$ cat src/rtl/keypad_encoder_if.sv
// keypad_encoder_if
//   Key-code handshake between the keypad encoder (master) and the
//   calculator control logic (slave).
//   code    : encoded key {row[1:0], col[1:0]}
//   valid   : code holds a key the consumer has not taken yet
//   ack     : consumer accepts code (honoured only while valid is high)
//   overrun : sticky, a key was dropped because valid was still high
interface keypad_encoder_if;
  logic [3:0] code;
  logic       valid;
  logic       ack;
  logic       overrun;

  modport master (output code, output valid, output overrun, input ack);
  modport slave  (input code, input valid, input overrun, output ack);
endinterface

$ cat src/rtl/keypad_encoder.sv
// keypad_encoder
//   Scans a 4x4 active-low key matrix one row at a time, debounces whole
//   scan frames, rejects simultaneous keys and hands the 4-bit key code to
//   the calculator through a valid/ack handshake.
//
// Ports
//   clk   : single clock
//   reset : synchronous, active-high
//   col   : column sense, active-low, asynchronous (synchronised inside)
//   row   : row drive, active-low one-cold
//   bus   : keypad_encoder_if.master (code, valid, ack, overrun)
//
// Parameters
//   SCAN_DIV       : clocks per row step (>= 4)
//   DEBOUNCE_SCANS : identical frames needed for press and for release (>= 1)
//   REPEAT_FRAMES  : auto-repeat period in frames
//
// Build option
//   KEYPAD_REPEAT_EN : when defined, a held key is re-emitted every
//                      REPEAT_FRAMES matching frames. When undefined the
//                      repeat counter still runs but never emits.
module keypad_encoder #(
  parameter int SCAN_DIV       = 1000,
  parameter int DEBOUNCE_SCANS = 4,
  parameter int REPEAT_FRAMES  = 64
) (
  input  logic              clk,
  input  logic              reset,
  input  logic [3:0]        col,
  output logic [3:0]        row,
  keypad_encoder_if.master  bus
);

  localparam int TW = (SCAN_DIV > 1) ? $clog2(SCAN_DIV) : 1;
  localparam int CW = $clog2(DEBOUNCE_SCANS + 1);
  localparam int RW = $clog2(REPEAT_FRAMES + 1);

  typedef enum logic [1:0] {IDLE, DEBOUNCE, HELD} state_t;

  logic [3:0]    col_meta_reg, col_sync_reg;
  logic [TW-1:0] tick_reg;
  logic [1:0]    r_reg;
  // Lows seen so far in the current frame: 0, 1, or 2 meaning "two or more".
  logic [1:0]    acc_lows_reg;
  logic [3:0]    acc_key_reg;

  state_t        state_reg, state_next;
  logic [3:0]    cand_reg, cand_next;
  logic [CW-1:0] cnt_reg, cnt_next;
  logic [CW-1:0] rel_reg, rel_next;
  logic [RW-1:0] rpt_reg, rpt_next;
  logic [3:0]    code_reg, code_next;
  logic          valid_reg, valid_next;
  logic          overrun_reg, overrun_next;

  logic          tick, frame_end;
  logic [1:0]    row_lows;
  logic [1:0]    row_c;
  logic [1:0]    total_lows;
  logic [3:0]    frame_key;
  logic          is_none, is_single;
  logic          emit;
  logic [3:0]    emit_key;

  assign tick      = (tick_reg == TW'(SCAN_DIV - 1));
  assign frame_end = tick && (r_reg == 2'd3);
  assign row       = ~(4'b0001 << r_reg);

  // Lows on the row being sampled; the lowest low column is kept.
  always_comb begin
    row_lows = 2'd0;
    row_c    = 2'd0;
    for (int c = 3; c >= 0; c--) begin
      if (!col_sync_reg[c]) begin
        row_c = c[1:0];
        if (row_lows != 2'd2) row_lows = row_lows + 2'd1;
      end
    end
  end

  // Merge this row's result into the frame so far (saturating at 2).
  always_comb begin
    if (acc_lows_reg == 2'd2 || row_lows == 2'd2 ||
        (acc_lows_reg == 2'd1 && row_lows == 2'd1))
      total_lows = 2'd2;
    else
      total_lows = acc_lows_reg + row_lows;
    frame_key = (acc_lows_reg == 2'd1) ? acc_key_reg : {r_reg, row_c};
  end

  assign is_none   = (total_lows == 2'd0);
  assign is_single = (total_lows == 2'd1);

  always_ff @(posedge clk) begin
    if (reset) begin
      col_meta_reg <= 4'b1111;
      col_sync_reg <= 4'b1111;
      tick_reg     <= '0;
      r_reg        <= 2'd0;
      acc_lows_reg <= 2'd0;
      acc_key_reg  <= 4'd0;
      state_reg    <= IDLE;
      cand_reg     <= 4'd0;
      cnt_reg      <= '0;
      rel_reg      <= '0;
      rpt_reg      <= '0;
      code_reg     <= 4'd0;
      valid_reg    <= 1'b0;
      overrun_reg  <= 1'b0;
    end else begin
      col_meta_reg <= col;
      col_sync_reg <= col_meta_reg;
      tick_reg     <= tick ? '0 : tick_reg + TW'(1);
      if (tick) begin
        r_reg <= r_reg + 2'd1;
        if (r_reg == 2'd3) begin
          acc_lows_reg <= 2'd0;
          acc_key_reg  <= 4'd0;
        end else begin
          acc_lows_reg <= total_lows;
          acc_key_reg  <= frame_key;
        end
      end
      state_reg   <= state_next;
      cand_reg    <= cand_next;
      cnt_reg     <= cnt_next;
      rel_reg     <= rel_next;
      rpt_reg     <= rpt_next;
      code_reg    <= code_next;
      valid_reg   <= valid_next;
      overrun_reg <= overrun_next;
    end
  end

  // Frame-level FSM plus the emit/handshake rules.
  always_comb begin
    state_next   = state_reg;
    cand_next    = cand_reg;
    cnt_next     = cnt_reg;
    rel_next     = rel_reg;
    rpt_next     = rpt_reg;
    emit         = 1'b0;
    emit_key     = cand_reg;

    if (frame_end) begin
      unique case (state_reg)
        IDLE: begin
          if (is_single) begin
            cand_next = frame_key;
            if (DEBOUNCE_SCANS == 1) begin
              emit       = 1'b1;
              emit_key   = frame_key;
              state_next = HELD;
              rel_next   = '0;
              rpt_next   = '0;
            end else begin
              state_next = DEBOUNCE;
              cnt_next   = CW'(1);
            end
          end
        end
        DEBOUNCE: begin
          if (is_single && frame_key == cand_reg) begin
            if (cnt_reg + CW'(1) == CW'(DEBOUNCE_SCANS)) begin
              emit       = 1'b1;
              state_next = HELD;
              cnt_next   = '0;
              rel_next   = '0;
              rpt_next   = '0;
            end else begin
              cnt_next = cnt_reg + CW'(1);
            end
          end else if (is_single) begin
            cand_next = frame_key;
            cnt_next  = CW'(1);
          end else begin
            state_next = IDLE;
            cnt_next   = '0;
          end
        end
        HELD: begin
          // MULTI counts as "still pressed" so release needs clean frames.
          if (is_none) begin
            if (rel_reg + CW'(1) == CW'(DEBOUNCE_SCANS)) begin
              state_next = IDLE;
              rel_next   = '0;
            end else begin
              rel_next = rel_reg + CW'(1);
            end
          end else begin
            rel_next = '0;
          end
          if (is_single && frame_key == cand_reg) begin
            if (rpt_reg + RW'(1) == RW'(REPEAT_FRAMES)) begin
              rpt_next = '0;
`ifdef KEYPAD_REPEAT_EN
              emit     = 1'b1;
`endif
            end else begin
              rpt_next = rpt_reg + RW'(1);
            end
          end else begin
            rpt_next = '0;
          end
        end
        default: state_next = IDLE;
      endcase
    end
  end

  always_comb begin
    code_next    = code_reg;
    valid_next   = valid_reg;
    overrun_next = overrun_reg;
    if (valid_reg && bus.ack) valid_next = 1'b0;
    if (emit) begin
      if (!valid_reg || bus.ack) begin
        // Either the slot is free or it is being consumed this cycle.
        code_next  = emit_key;
        valid_next = 1'b1;
      end else begin
        overrun_next = 1'b1;
      end
    end
  end

  assign bus.code    = code_reg;
  assign bus.valid   = valid_reg;
  assign bus.overrun = overrun_reg;

endmodule

$ cat src/flat_wrapper.sv
// flat-port wrapper written by rule: the top's interface ports become plain ports
module keypad_encoder_flat 
#(
  parameter int SCAN_DIV       = 1000,
  parameter int DEBOUNCE_SCANS = 4,
  parameter int REPEAT_FRAMES  = 64
)
  (clk, reset, col, row, bus_code, bus_valid, bus_overrun, bus_ack);
  keypad_encoder_if bus_i ();
  input  logic clk;
  input  logic reset;
  input  logic [3:0] col;
  output logic [3:0] row;
  output wire logic [$bits(bus_i.code)-1:0] bus_code;
  output wire logic [$bits(bus_i.valid)-1:0] bus_valid;
  output wire logic [$bits(bus_i.overrun)-1:0] bus_overrun;
  input wire logic [$bits(bus_i.ack)-1:0] bus_ack;
  assign bus_code = bus_i.code;
  assign bus_valid = bus_i.valid;
  assign bus_overrun = bus_i.overrun;
  assign bus_i.ack = bus_ack;
  keypad_encoder #(.SCAN_DIV(SCAN_DIV), .DEBOUNCE_SCANS(DEBOUNCE_SCANS), .REPEAT_FRAMES(REPEAT_FRAMES)) u_core (.clk(clk), .reset(reset), .col(col), .row(row), .bus(bus_i));
endmodule
$ cat config.mk
export PLATFORM = sky130hd
export DESIGN_NAME = keypad_encoder_flat
export DESIGN_NICKNAME = d
export VERILOG_FILES = /design/src/rtl/keypad_encoder_if.sv /design/src/rtl/keypad_encoder.sv /design/src/flat_wrapper.sv
export SDC_FILE = /design/constraint.sdc
export NUM_CORES = 1
export LEC_CHECK = 0
export ABC_AREA = 1
export ABC_CLOCK_PERIOD_IN_PS = 2700
export CORE_ASPECT_RATIO = 1.2
export CORE_UTILIZATION = 52
export CTS_CLUSTER_SIZE = 28
export DETAILED_ROUTE_END_ITERATION = 7
export PLACE_DENSITY = 0.75
export SETUP_SLACK_MARGIN = 0.5
export SLEW_MARGIN = 20
export SYNTH_ARGS = -nofsm -noshare
export SYNTH_HDL_FRONTEND = slang
export SYNTH_SLANG_ARGS = --single-unit
$ cat constraint.sdc
create_clock -name clk -period 2.7 [get_ports clk]
set_input_delay 0.54 -clock clk [delete_from_list [all_inputs] [get_ports clk]]
set_output_delay 0.54 -clock clk [all_outputs]
set_load 0.05 [all_outputs]
==> impl_metrics.sql, run 1 <==
INSERT INTO impl_metrics (metric_group, metric, value, unit) VALUES
('status', 'outcome', 'finished clean', ''),
('global_routing', 'grt_overflow_total', '0', ''),
('critical_path', 'timing.critical_path.cells', 'inv_2 -> ha_4 -> nand2_2 -> nand2_1 -> inv_1 -> ha_2 -> or2_4 -> nand2_4 -> inv_2 -> ha_4 -> xnor2_2 -> nand3_1 -> nand2_2 -> nand3_4 -> nor2_4 -> nand2_2 -> nand2_4 -> nand2_4 -> nand2_2 -> nand2_1 -> nor2_1', ''),
('timing', 'finalClockSkew', '10.4', 'ps'),
('route', 'wl_per_cell', '11.5', 'um'),
('floorplanning', 'floorplan.die.height', '75.8', 'um'),
('critical_path', 'worstPathArrival', '2940', 'ps'),
('placement', 'dpl.hpwl', '3.54', 'mm'),
('critical_path', 'worst_r2r_path_depth', '21', ''),
('route', 'postRouteAntennaNets', '0', ''),
('floorplanning', 'floorplan.core_area', '4290', 'um2'),
('worst_hold_path', 'worst_hold_startpoint', 'u_core.col_meta_reg[0]', ''),
('critical_path', 'worst-setup-path-type', 'flop to flop', ''),
('finish', 'finish.net_count', '394', ''),
('logic_synthesis', 'synth_area_leader_cell', 'sky130_fd_sc_hd__dfxtp_1', ''),
('critical_path', 'timing.critical_path.required', '2940', 'ps'),
('critical_path', 'cp_max_stage_delay', '370', 'ps'),
('logic_synthesis', 'async_reset_ff_frac', '0', ''),
('logic_synthesis', 'count_leader_synth', 'sky130_fd_sc_hd__nand2_1', ''),
('floorplanning', 'floorplan.initialDensity', '0.550', ''),
('critical_path', 'critical_path.reg2reg.endpoint', 'u_core.rel_reg[2]', ''),
('finish', 'nFillCells', '365', ''),
('global_routing', 'grt_pass1_vias', '1991', ''),
('logic_synthesis', 'yosys.cell_types.count', '30', ''),
('logic_synthesis', 'postSynthCellCount', '337', ''),
('timing', 'timing.fmax', '370', 'MHz'),
('power_and_ir_drop', 'total_leakage_power', '1.29', 'nW'),
('clock_network', 'clock_tree_from_tritoncts', 'yes', ''),
('route', 'drt_iter0_markers', '82', ''),
('clock_network', 'cts.htree.levels', '2', ''),
('logic_synthesis', 'synthFlopType', 'sky130_fd_sc_hd__dfxtp_1', ''),
('timing', 'slew_violations', '0', ''),
('route', 'drt-pass1-iter-count', '4', ''),
('clock_network', 'cts_buffer_depth', '2', ''),
('timing', 'post-route-worst-setup-slack', '0.520', 'ps'),
('global_routing', 'pin_count_of_the_biggest_net_entering_global_routing', '15', ''),
('finish', 'layout-drive-gt1-share', '0.211', ''),
('logic_synthesis', 'syn_nets', '362', ''),
('flow_run', 'drv_cap', '0', ''),
('route', 'route.vias.total', '2118', ''),
('finish', 'largest_register_ffs', '10', ''),
('clock_network', 'cts_root_buf', 'sky130_fd_sc_hd__clkbuf_8', ''),
('placement', 'buffer_ports.inserted', '16', ''),
('floorplanning', 'placementRows', '26', ''),
('timing', 'timing.max_slew.rel_slack', '0.649', ''),
('finish', 'finish.utilization', '0.685', ''),
('logic_synthesis', 'synth_enable_flop_cells', '0', ''),
('power_and_ir_drop', 'worst_ir_drop_vdd', '0.000369', 'V'),
('worst_hold_path', 'hp-class', 'flop to flop', ''),
('route', 'detail_route.drc_violations', '0', ''),
('critical_path', 'crit_top_cell', 'sky130_fd_sc_hd__nand2_2', ''),
('timing', 'period_needed', '2700', 'ps'),
('logic_synthesis', 'area_fraction_of_the_dominant_cell_type_after_synthesis', '0.373', ''),
('logic_synthesis', 'synth_top_cells_by_count', 'sky130_fd_sc_hd__nand2_1 (77), sky130_fd_sc_hd__inv_1 (53), sky130_fd_sc_hd__nor2_1 (49), sky130_fd_sc_hd__dfxtp_1 (44), sky130_fd_sc_hd__ha_1 (18)', ''),
('clock_network', 'cts_hold_buffers', '0', ''),
('clock_network', 'cts-buffers-inserted', '5', ''),
('timing', 'final_setup_violations', '0', ''),
('timing', 'timing.hold.ws', '404', 'ps'),
('critical_path', 'startpoint_type', 'flop', ''),
('critical_path', 'reg2reg_from', 'u_core.col_sync_reg[2]', ''),
('timing', 'final_hold_viol_count', '0', ''),
('timing', 'tightestPinTransition', '525', 'ps'),
('logic_synthesis', 'ys_warn_count', '0', ''),
('finish', 'ff_latch_area', '883', 'um2'),
('critical_path', 'crit_path_top_delay_cell', 'sky130_fd_sc_hd__dfxtp_2', ''),
('floorplanning', 'ios', '17', ''),
('critical_path', 'ff2ff_setup_slack', '0.5', 'ps'),
('finish', 'diodes', '0', ''),
('global_routing', 'antenna_found_initial', '0', ''),
('logic_synthesis', 'synth_top_cells_by_area', 'sky130_fd_sc_hd__dfxtp_1 (37%), sky130_fd_sc_hd__nand2_1 (12%), sky130_fd_sc_hd__ha_1 (9.5%), sky130_fd_sc_hd__inv_1 (8.4%), sky130_fd_sc_hd__nor2_1 (7.8%)', ''),
('power_and_ir_drop', 'p_total', '1.23', 'mW');
==> per-layer routing <==
layer	global-route usage	share of wire
met3	0.0599	0.033
met2	0.440	0.53
met4	0.0833	0.029
met1	0.228	0.41
met5	0	0
==> placed cells by master (no fill, tap or decap), drive strengths merged, types with 4 or more instances in the layout <==
cell type / synthesis / final
a21oi: 14 / 14
buf: 2 / 13
clkbuf: 2 / 6
clkdlybuf4s50: 0 / 12
dfxtp: 44 / 44
ha: 18 / 18
inv: 56 / 56
nand2: 83 / 83
nand3: 20 / 20
nor2: 51 / 51
nor3: 6 / 6
o21ai: 13 / 13
or2: 11 / 11
xnor2: 4 / 4
==> timing repair <==
item | in CTS | in global routing
endpoints found under the setup margin | 24 | 21
pin swaps | 11 | 17
resized for setup | 11 | 27
setup buffers | 5 | 3
==> critical path: cells and delay by family (launching register included) <==
family,cells,cell delay [ps]
AND/OR/NAND/NOR,14,1390
adder cells (fa/ha/maj),3,570
flip-flops,1,370
XOR/XNOR,1,160
buffers and inverters,3,130
==> how the worst max path moves through the flow <==
stage / start / depth (start not counted) / slack [ps] / to
after floorplan: u_core.col_sync_reg[2] / 18 / 160 / u_core.bus.code[0]
after global placement: u_core.col_sync_reg[2] / 18 / 60 / u_core.bus.code[3]
after detailed placement: u_core.col_sync_reg[2] / 19 / -40 / u_core.bus.code[0]
after CTS: u_core.col_sync_reg[2] / 20 / 60 / u_core.rel_reg[0]
after global routing: u_core.col_sync_reg[2] / 21 / -190 / u_core.rel_reg[2]
final: u_core.col_sync_reg[2] / 21 / 0.5 / u_core.rel_reg[2]
==> through the flow <==
step	TNS [ps]	std cells	instance area, um2
after floorplan	0	337	2410
after detailed placement	-138	410	2650
after global routing	-2320	426	2940
after global placement	0	410	2650
final	0	426	2940
after CTS	0	423	2820
==> cell families after synthesis <==
group,after synthesis,synth area share
buffers and inverters,60,0.0991
AND/OR/NAND/NOR,176,0.333
adder cells (fa/ha/maj),18,0.0954
AO/OA/AOI/OAI,33,0.0768
flip-flops,44,0.373
XOR/XNOR,6,0.0223
==> final cells by class <==
type,instances,area share
Tap cell,56,0.0238
Clock buffer,6,0.0281
Clock inverter,2,0.00340
Multi-Input combinational cell,233,0.479
Inverter,56,0.0723
Timing Repair Buffer,29,0.0928
Sequential cell,44,0.300
==> where the power goes <==
part / total, mW / switching, mW / internal [mW]
logic: 0.133 / 0.0716 / 0.0617
registers: 0.664 / 0.00634 / 0.658
clock network: 0.433 / 0.229 / 0.204
Power figures use the tool's default switching activity.
==> inputs of run 2 (changes only) <==
--- a/config.mk
+++ b/config.mk
@@ -6,12 +6,15 @@
 export NUM_CORES = 1
 export LEC_CHECK = 0
 export ABC_AREA = 1
-export ABC_CLOCK_PERIOD_IN_PS = 2700
+export ABC_CLOCK_PERIOD_IN_PS = 3000
+export CELL_PAD_IN_SITES_DETAIL_PLACEMENT = 1
+export CELL_PAD_IN_SITES_GLOBAL_PLACEMENT = 1
 export CORE_ASPECT_RATIO = 1.2
-export CORE_UTILIZATION = 52
+export CORE_UTILIZATION = 44
+export CTS_BUF_LIST = sky130_fd_sc_hd__clkbuf_8
 export CTS_CLUSTER_SIZE = 28
 export DETAILED_ROUTE_END_ITERATION = 7
-export PLACE_DENSITY = 0.75
+export PLACE_DENSITY_LB_ADDON = 0.1
 export SETUP_SLACK_MARGIN = 0.5
 export SLEW_MARGIN = 20
 export SYNTH_ARGS = -nofsm -noshare
==> constraint.sdc (replaced) <==
create_clock -name clk -period 3 [get_ports clk]
set_input_delay 0.6 -clock clk [delete_from_list [all_inputs] [get_ports clk]]
set_output_delay 0.6 -clock clk [all_outputs]
set_load 0.05 [all_outputs]
==> run 2 against run 1 <==
Against the previous run:
- sequential share of layout area fell by 0.11 points
- hold slack improved by 13 ps
- first-iteration DRC count fell by 40%
- clock skew fell by 5.0 ps
- wire length rose by 15%
- worst setup slack improved by 220 ps
- die area rose by 18%
- cell area rose by 0.38%
- critical path depth fell by 2
- register-to-register slack improved by 220 ps
- non-clock buffer count fell by 2
- largest cell class unchanged
- largest power group unchanged
==> impl_metrics.sql, run 2 (synthesis results as in run 1) <==
INSERT INTO impl_metrics (metric_group, metric, value, unit) VALUES
('critical_path', 'worstPathArrival', '2990', 'ps'),
('floorplanning', 'placementRows', '28', ''),
('power_and_ir_drop', 'pwr-share-clk', '0.361', ''),
('finish', 'diodes', '0', ''),
('flow_run', 'drv_cap', '0', ''),
('placement', 'dpl.hpwl', '4.12', 'mm'),
('timing', 'tightestPinTransition', '515', 'ps'),
('critical_path', 'timing.critical_path.required', '3200', 'ps'),
('placement', 'buffer_ports.inserted', '16', ''),
('floorplanning', 'fp.dieW', '68.9', 'um'),
('placement', 'finalWeightedCongestion', '0.757', ''),
('timing', 'fin_tns_setup', '0', 'ps'),
('critical_path', 'crit_path_top_delay_cell', 'sky130_fd_sc_hd__dfxtp_2', ''),
('finish', 'largest_register_ffs', '10', ''),
('finish', 'finish.net_count', '392', ''),
('power_and_ir_drop', 'comb_power_share', '0.094', ''),
('power_and_ir_drop', 'power.switching', '0.278', 'mW'),
('global_routing', 'grt_pass1_wl', '9.11', 'mm'),
('timing', 'finalClockSkew', '5.41', 'ps'),
('critical_path', 'crit_family', 'simple AND/OR/NAND/NOR gates', ''),
('clock_network', 'cts.htree.levels', '2', ''),
('power_and_ir_drop', 'worst_ir_drop_vdd', '0.000235', 'V'),
('timing', 'slew_violations', '0', ''),
('critical_path', 'worst-setup-path-type', 'flop to flop', ''),
('clock_network', 'cts_root_buf', 'sky130_fd_sc_hd__clkbuf_8', ''),
('clock_network', 'cts.clk_slew.worst_paths', '90', 'ps'),
('clock_network', 'cts-buffers-inserted', '5', ''),
('critical_path', 'crit_top_cell', 'sky130_fd_sc_hd__nand2_2', ''),
('power_and_ir_drop', 'internal_power', '0.819', 'mW'),
('clock_network', 'clock_latency', '300', 'ps'),
('global_routing', 'grt_pass1_vias', '2139', ''),
('floorplanning', 'die_area', '5660', 'um2'),
('finish', 'commonest_non_fill_non_tap_cell_in_the_layout', 'sky130_fd_sc_hd__nand2_1', ''),
('timing', 'timing.max_slew.rel_slack', '0.656', ''),
('route', 'postRouteAntennaNets', '0', ''),
('timing', 'period_share', '0.927', ''),
('global_routing', 'grt_overflow_total', '0', ''),
('timing', 'period_needed', '2780', 'ps'),
('critical_path', 'cp-end-kind', 'flop', ''),
('clock_network', 'clock-sinks', '44', ''),
('floorplanning', 'ios', '17', ''),
('critical_path', 'cp_max_stage_delay', '350', 'ps'),
('global_routing', 'antenna_found_initial', '0', ''),
('power_and_ir_drop', 'power.switching_fraction', '0.254', ''),
('floorplanning', 'floorplan.core_area', '5040', 'um2'),
('route', 'postRouteWirelength', '5.65', 'mm'),
('global_routing', 'pin_count_of_the_biggest_net_entering_global_routing', '18', ''),
('placement', 'placement.setup.worst_slack', '178', 'ps'),
('status', 'outcome', 'finished clean', ''),
('timing', 'timing.fmax', '359', 'MHz'),
('power_and_ir_drop', 'total_leakage_power', '1.30', 'nW'),
('clock_network', 'clock_tree_from_tritoncts', 'yes', ''),
('route', 'drt-pass1-iter-count', '4', ''),
('route', 'avgViaCountPerCell', '5.02', ''),
('power_and_ir_drop', 'share_seq_of_total_power', '0.545', ''),
('route', 'drt_iter0_markers', '49', ''),
('floorplanning', 'floorplan.initialDensity', '0.468', ''),
('timing', 'rsz0062_at_grt', 'yes', ''),
('critical_path', 'cp_max_fo', '4', ''),
('finish', 'synthToLayoutAreaGrowth', '25.0', '%'),
('critical_path', 'cp.buffers_inverters', '4', ''),
('route', 'wl_per_cell', '13.2', 'um'),
('route', 'detail_route.drc_violations', '0', ''),
('floorplanning', 'floorplan.die.height', '82.2', 'um'),
('critical_path', 'startpoint_type', 'flop', ''),
('power_and_ir_drop', 'power-per-cell-area', '372', 'nW/um2'),
('route', 'route.vias.total', '2148', ''),
('worst_hold_path', 'hp-class', 'flop to flop', ''),
('clock_network', 'cts_buffer_depth', '2', ''),
('finish', 'layout-drive-gt1-share', '0.220', ''),
('global_routing', 'groute.usage.overall', '0.216', ''),
('timing', 'final_setup_violations', '0', ''),
('timing', 'final_hold_viol_count', '0', ''),
('critical_path', 'timing.critical_path.cells', 'inv_2 -> ha_4 -> nand2_2 -> nand2_1 -> inv_1 -> ha_2 -> or2_4 -> nand2_2 -> inv_2 -> ha_4 -> xnor2_2 -> inv_1 -> nand2_1 -> nand2_2 -> nand4_1 -> nor2_4 -> nand2_8 -> o21ai_1 -> nor2_1', ''),
('timing', 'post-route-worst-setup-slack', '218', 'ps'),
('finish', 'highest_count_cells_in_the_layout_ignoring_fill_and_taps', 'sky130_fd_sc_hd__nand2_1 (64), sky130_fd_sc_hd__inv_1 (50), sky130_fd_sc_hd__nor2_1 (42), sky130_fd_sc_hd__dfxtp_1 (42)', '');
-- run 2: final timing paths --
check	to	from	slack, ps	cells past startpoint
max	u_core.cand_reg[1]	u_core.col_sync_reg[3]	220	19
min	u_core.col_sync_reg[3]	u_core.col_meta_reg[3]	420	1
max reg2reg	u_core.cand_reg[1]	u_core.col_sync_reg[3]	220	19
min reg2reg	u_core.col_sync_reg[3]	u_core.col_meta_reg[3]	420	1
-- run 2: through the flow --
step	cell area [um2]	std cells	power (mW)	utilization	hold WS (ps)
final	2950	428	1.10	0.585	417
after global routing	2950	428	1.14	0.585	432
after CTS	2830	426	1.10	0.560	421
after detailed placement	2630	412	0.700	0.521	400
after global placement	2630	412	0.697	0.521	396
after floorplan	2400	337	0.672	-	389
-- run 2: area by class of cell --
cell class	count	area, um2
clock inverters	2	11.3
well taps	60	75.1
clock buffers	6	82.6
multi-input cells	233	1430
fillers	642	2090
flip-flops and latches	44	883
repair buffers	27	254
inverters	56	218
-- run 2: power groups by stage --
stage	Sequential [mW]	Combinational, mW	Clock [mW]
floorplan	0.610	0.0615	0
global placement	0.611	0.0857	0
detailed placement	0.612	0.0884	0
CTS	0.598	0.0952	0.407
global route	0.599	0.115	0.426
finish	0.598	0.103	0.396
-- run 2: timing repair --
action	in CTS	in global routing
gates resized for setup	18	31
pin swaps	15	11
hold buffers	0	0
setup endpoints to repair	18	21
gates cloned	0	0
buffers inserted	6	2
-- run 2: worst register-to-register path, stage by stage, from the launching register on --
cell	delay, ps
sky130_fd_sc_hd__dfxtp_2	350
sky130_fd_sc_hd__inv_2	50
sky130_fd_sc_hd__ha_4	260
sky130_fd_sc_hd__nand2_2	50
sky130_fd_sc_hd__nand2_1	70
sky130_fd_sc_hd__inv_1	40
sky130_fd_sc_hd__ha_2	160
sky130_fd_sc_hd__or2_4	230
sky130_fd_sc_hd__nand2_2	80
sky130_fd_sc_hd__inv_2	50
sky130_fd_sc_hd__ha_4	150
sky130_fd_sc_hd__xnor2_2	130
sky130_fd_sc_hd__inv_1	70
sky130_fd_sc_hd__nand2_1	70
sky130_fd_sc_hd__nand2_2	130
sky130_fd_sc_hd__nand4_1	220
sky130_fd_sc_hd__nor2_4	240
sky130_fd_sc_hd__nand2_8	100
sky130_fd_sc_hd__o21ai_1	170
sky130_fd_sc_hd__nor2_1	70
-- run 2: routing by layer --
metal	part of all wire	up-vias	GRT usage
met5	0	-	0
met4	0.017	0	0.0673
met3	0.016	9	0.0412
met2	0.54	14	0.403
met1	0.42	1029	0.239
li1	-	1096	-
==> inputs of run 3 (changes only) <==
--- a/config.mk
+++ b/config.mk
@@ -6,15 +6,15 @@
 export NUM_CORES = 1
 export LEC_CHECK = 0
 export ABC_AREA = 1
-export ABC_CLOCK_PERIOD_IN_PS = 3000
+export ABC_CLOCK_PERIOD_IN_PS = 2300
 export CELL_PAD_IN_SITES_DETAIL_PLACEMENT = 1
 export CELL_PAD_IN_SITES_GLOBAL_PLACEMENT = 1
 export CORE_ASPECT_RATIO = 1.2
-export CORE_UTILIZATION = 44
+export CORE_UTILIZATION = 40
 export CTS_BUF_LIST = sky130_fd_sc_hd__clkbuf_8
 export CTS_CLUSTER_SIZE = 28
 export DETAILED_ROUTE_END_ITERATION = 7
-export PLACE_DENSITY_LB_ADDON = 0.1
+export PLACE_DENSITY = 0.75
 export SETUP_SLACK_MARGIN = 0.5
 export SLEW_MARGIN = 20
 export SYNTH_ARGS = -nofsm -noshare
==> constraint.sdc (replaced) <==
create_clock -name clk -period 2.3 [get_ports clk]
set_input_delay 0.46 -clock clk [delete_from_list [all_inputs] [get_ports clk]]
set_output_delay 0.46 -clock clk [all_outputs]
set_load 0.05 [all_outputs]
==> run 3 against run 2 <==
Against the previous run:
- the run now ends with setup timing left
- first-iteration DRC count is 2.0% lower
- total power is 27% higher
- die area is 9.7% higher
- utilization is 4.9 points lower
==> impl_metrics.sql, run 3 (synthesis results as in run 1) <==
INSERT INTO impl_metrics (metric_group, metric, value, unit) VALUES
('finish', 'finish.net_count', '403', ''),
('floorplanning', 'floorplan.die.height', '86.2', 'um'),
('floorplanning', 'floorplan.core_area', '5670', 'um2'),
('global_routing', 'grt_pass1_wl', '9.87', 'mm'),
('worst_hold_path', 'worst_hold_startpoint', 'u_core.col_meta_reg[3]', ''),
('route', 'detail_route.drc_violations', '0', ''),
('critical_path', 'worstPathArrival', '2920', 'ps'),
('worst_hold_path', 'hp-class', 'flop to flop', ''),
('floorplanning', 'floorplan.initialDensity', '0.417', ''),
('worst_hold_path', 'holdPathEnd', 'u_core.col_sync_reg[3]', ''),
('floorplanning', 'placementRows', '30', ''),
('finish', 'finish.utilization', '0.536', ''),
('route', 'avgViaCountPerCell', '4.72', ''),
('timing', 'tightestPinTransition', '496', 'ps'),
('critical_path', 'reg2reg_from', 'u_core.col_sync_reg[2]', ''),
('global_routing', 'antenna_found_initial', '0', ''),
('finish', 'nFillCells', '732', ''),
('status', 'outcome', 'finished with violations', ''),
('finish', 'largest_register_ffs', '10', ''),
('clock_network', 'clock_tree_from_tritoncts', 'yes', ''),
('clock_network', 'cts_root_buf', 'sky130_fd_sc_hd__clkbuf_8', ''),
('finish', 'synthToLayoutAreaGrowth', '28.7', '%'),
('finish', 'multi_input_comb_area', '1440', 'um2'),
('timing', 'post-route-worst-setup-slack', '-382', 'ps'),
('critical_path', 'worst-setup-path-type', 'flop to flop', ''),
('power_and_ir_drop', 'power-per-cell-area', '457', 'nW/um2'),
('critical_path', 'cp_max_fo', '4', ''),
('finish', 'ff_latch_area', '887', 'um2'),
('critical_path', 'crit_path_top_delay_cell', 'sky130_fd_sc_hd__dfxtp_4', ''),
('global_routing', 'pin_count_of_the_biggest_net_entering_global_routing', '14', ''),
('clock_network', 'cts-buffers-inserted', '5', ''),
('worst_hold_path', 'whs_path_depth', '1', ''),
('placement', 'finalWeightedCongestion', '0.735', ''),
('route', 'drt-pass1-iter-count', '4', ''),
('timing', 'finalClockSkew', '2.79', 'ps'),
('finish', 'final_cell_count_no_fill', '458', ''),
('finish', 'diodes', '0', ''),
('critical_path', 'crit_top_cell', 'sky130_fd_sc_hd__nand2_2', ''),
('floorplanning', 'die_area', '6220', 'um2'),
('critical_path', 'worst_r2r_path_depth', '22', ''),
('flow_run', 'drv_cap', '0', ''),
('critical_path', 'startpoint_type', 'flop', ''),
('clock_network', 'clock-sinks', '44', ''),
('route', 'postRouteWirelength', '5.85', 'mm'),
('clock_network', 'clock_latency', '290', 'ps'),
('critical_path', 'timing.critical_path.required', '2540', 'ps'),
('placement', 'buffer_ports.inserted', '16', ''),
('timing', 'final_hold_viol_count', '0', ''),
('route', 'route.vias.total', '2161', ''),
('global_routing', 'grt_pass1_vias', '2217', ''),
('timing', 'period_needed', '2680', 'ps'),
('placement', 'dp.cells', '448', ''),
('clock_network', 'cts_hold_buffers', '0', ''),
('critical_path', 'cp-end-kind', 'flop', ''),
('clock_network', 'cts.clk_slew.worst_paths', '80', 'ps'),
('critical_path', 'timing.critical_path.cells', 'inv_4 -> ha_4 -> nand2_2 -> nand2_1 -> inv_1 -> ha_2 -> or2_4 -> nand2_4 -> inv_2 -> ha_4 -> xnor2_4 -> inv_1 -> nand2_1 -> nand2_2 -> nand3_4 -> nor2_4 -> nand2_2 -> nand2_4 -> nand2_4 -> nand2_2 -> nand2_2 -> nor2_2', ''),
('floorplanning', 'ios', '17', ''),
('critical_path', 'critical_path.reg2reg.endpoint', 'u_core.rel_reg[0]', ''),
('timing', 'slew_violations', '0', ''),
('critical_path', 'ff2ff_setup_slack', '-380', 'ps'),
('route', 'wl_per_cell', '12.8', 'um'),
('clock_network', 'cts_buffer_depth', '2', ''),
('timing', 'rsz0062_at_grt', 'yes', ''),
('finish', 'commonest_non_fill_non_tap_cell_in_the_layout', 'sky130_fd_sc_hd__nand2_1', ''),
('floorplanning', 'fp.dieW', '72.1', 'um'),
('clock_network', 'cts.htree.levels', '2', ''),
('placement', 'dpl.hpwl', '4.46', 'mm'),
('timing', 'final_setup_violations', '19', ''),
('finish', 'highest_count_cells_in_the_layout_ignoring_fill_and_taps', 'sky130_fd_sc_hd__nand2_1 (63), sky130_fd_sc_hd__inv_1 (49), sky130_fd_sc_hd__nor2_1 (41), sky130_fd_sc_hd__dfxtp_1 (41), sky130_fd_sc_hd__buf_4 (22)', ''),
('power_and_ir_drop', 'worst_ir_drop_vdd', '0.000397', 'V'),
('timing', 'timing.max_slew.rel_slack', '0.671', ''),
('finish', 'layout-drive-gt1-share', '0.270', ''),
('power_and_ir_drop', 'total_leakage_power', '1.36', 'nW'),
('status', 'failed_checks', 'setup timing', ''),
('timing', 'timing.fmax', '373', 'MHz'),
('timing', 'period_share', '1.17', ''),
('route', 'postRouteAntennaNets', '0', ''),
('global_routing', 'groute.usage.overall', '0.204', ''),
('critical_path', 'cp_max_stage_delay', '380', 'ps'),
('global_routing', 'grt_overflow_total', '0', ''),
('route', 'drt_iter0_markers', '48', '');
## run 3: how the worst max path moves through the flow
stage	slack (ps)	start	cells after the start	end
floorplan	-220	u_core.col_sync_reg[2]	18	u_core.bus.code[0]
global placement	-330	u_core.col_sync_reg[2]	18	u_core.bus.code[0]
detailed placement	-410	u_core.col_sync_reg[2]	18	u_core.bus.code[0]
CTS	-360	u_core.col_sync_reg[2]	20	u_core.cand_reg[1]
global route	-570	u_core.col_sync_reg[2]	21	u_core.cand_reg[0]
finish	-380	u_core.col_sync_reg[2]	22	u_core.rel_reg[0]
## run 3: layout make-up
| class | count | area share |
|---|---|---|
| timing repair buffer | 38 | 0.104 |
| multi-input combinational | 233 | 0.475 |
| clock inverter | 2 | 0.00288 |
| tap | 80 | 0.0329 |
| clock buffer | 5 | 0.0226 |
| inverter | 56 | 0.0708 |
| sequential | 44 | 0.292 |
## run 3: critical path: cells and delay by family (launching register included)
family | cells | cell delay [ps]
AND/OR/NAND/NOR | 14 | 1370
adder cells (fa/ha/maj) | 3 | 560
flip-flops | 1 | 380
buffers and inverters | 4 | 190
XOR/XNOR | 1 | 120
## run 3: timing repair
action                                  4_1_cts  5_1_grt
setup buffers                                 0        3
gates resized for setup                      27       29
endpoints found under the setup margin       27       23
pin swaps                                    17       16
## run 3: routing by layer
layer / routed length (um) / vias up / GRT usage / share of wire
li1: - / 1124 / - / -
met1: 2530 / 1018 / 0.234 / 0.43
met2: 3150 / 14 / 0.384 / 0.54
met3: 105 / 5 / 0.0364 / 0.018
met4: 63 / 0 / 0.0481 / 0.011
met5: 0 / - / 0 / 0
## run 3: through the flow
step | setup TNS, ps | power [mW] | hold slack (ps) | cell area [um2] | setup WS [ps]
2_1_floorplan | -2070 | 0.880 | 389 | 2420 | -219
3_3_place_gp | -5060 | 0.933 | 397 | 2790 | -331
3_5_place_dp | -6180 | 0.935 | 395 | 2790 | -415
4_1_cts | -5920 | 1.41 | 416 | 2930 | -364
5_1_grt | -9310 | 1.46 | 431 | 3040 | -568
6_report | -5980 | 1.39 | 413 | 3040 | -382
## run 3: where the power goes
part,switching [mW],internal (mW)
sequential,0.00868,0.771
combinational,0.0835,0.0695
clock,0.255,0.203
total,0.347,1.04
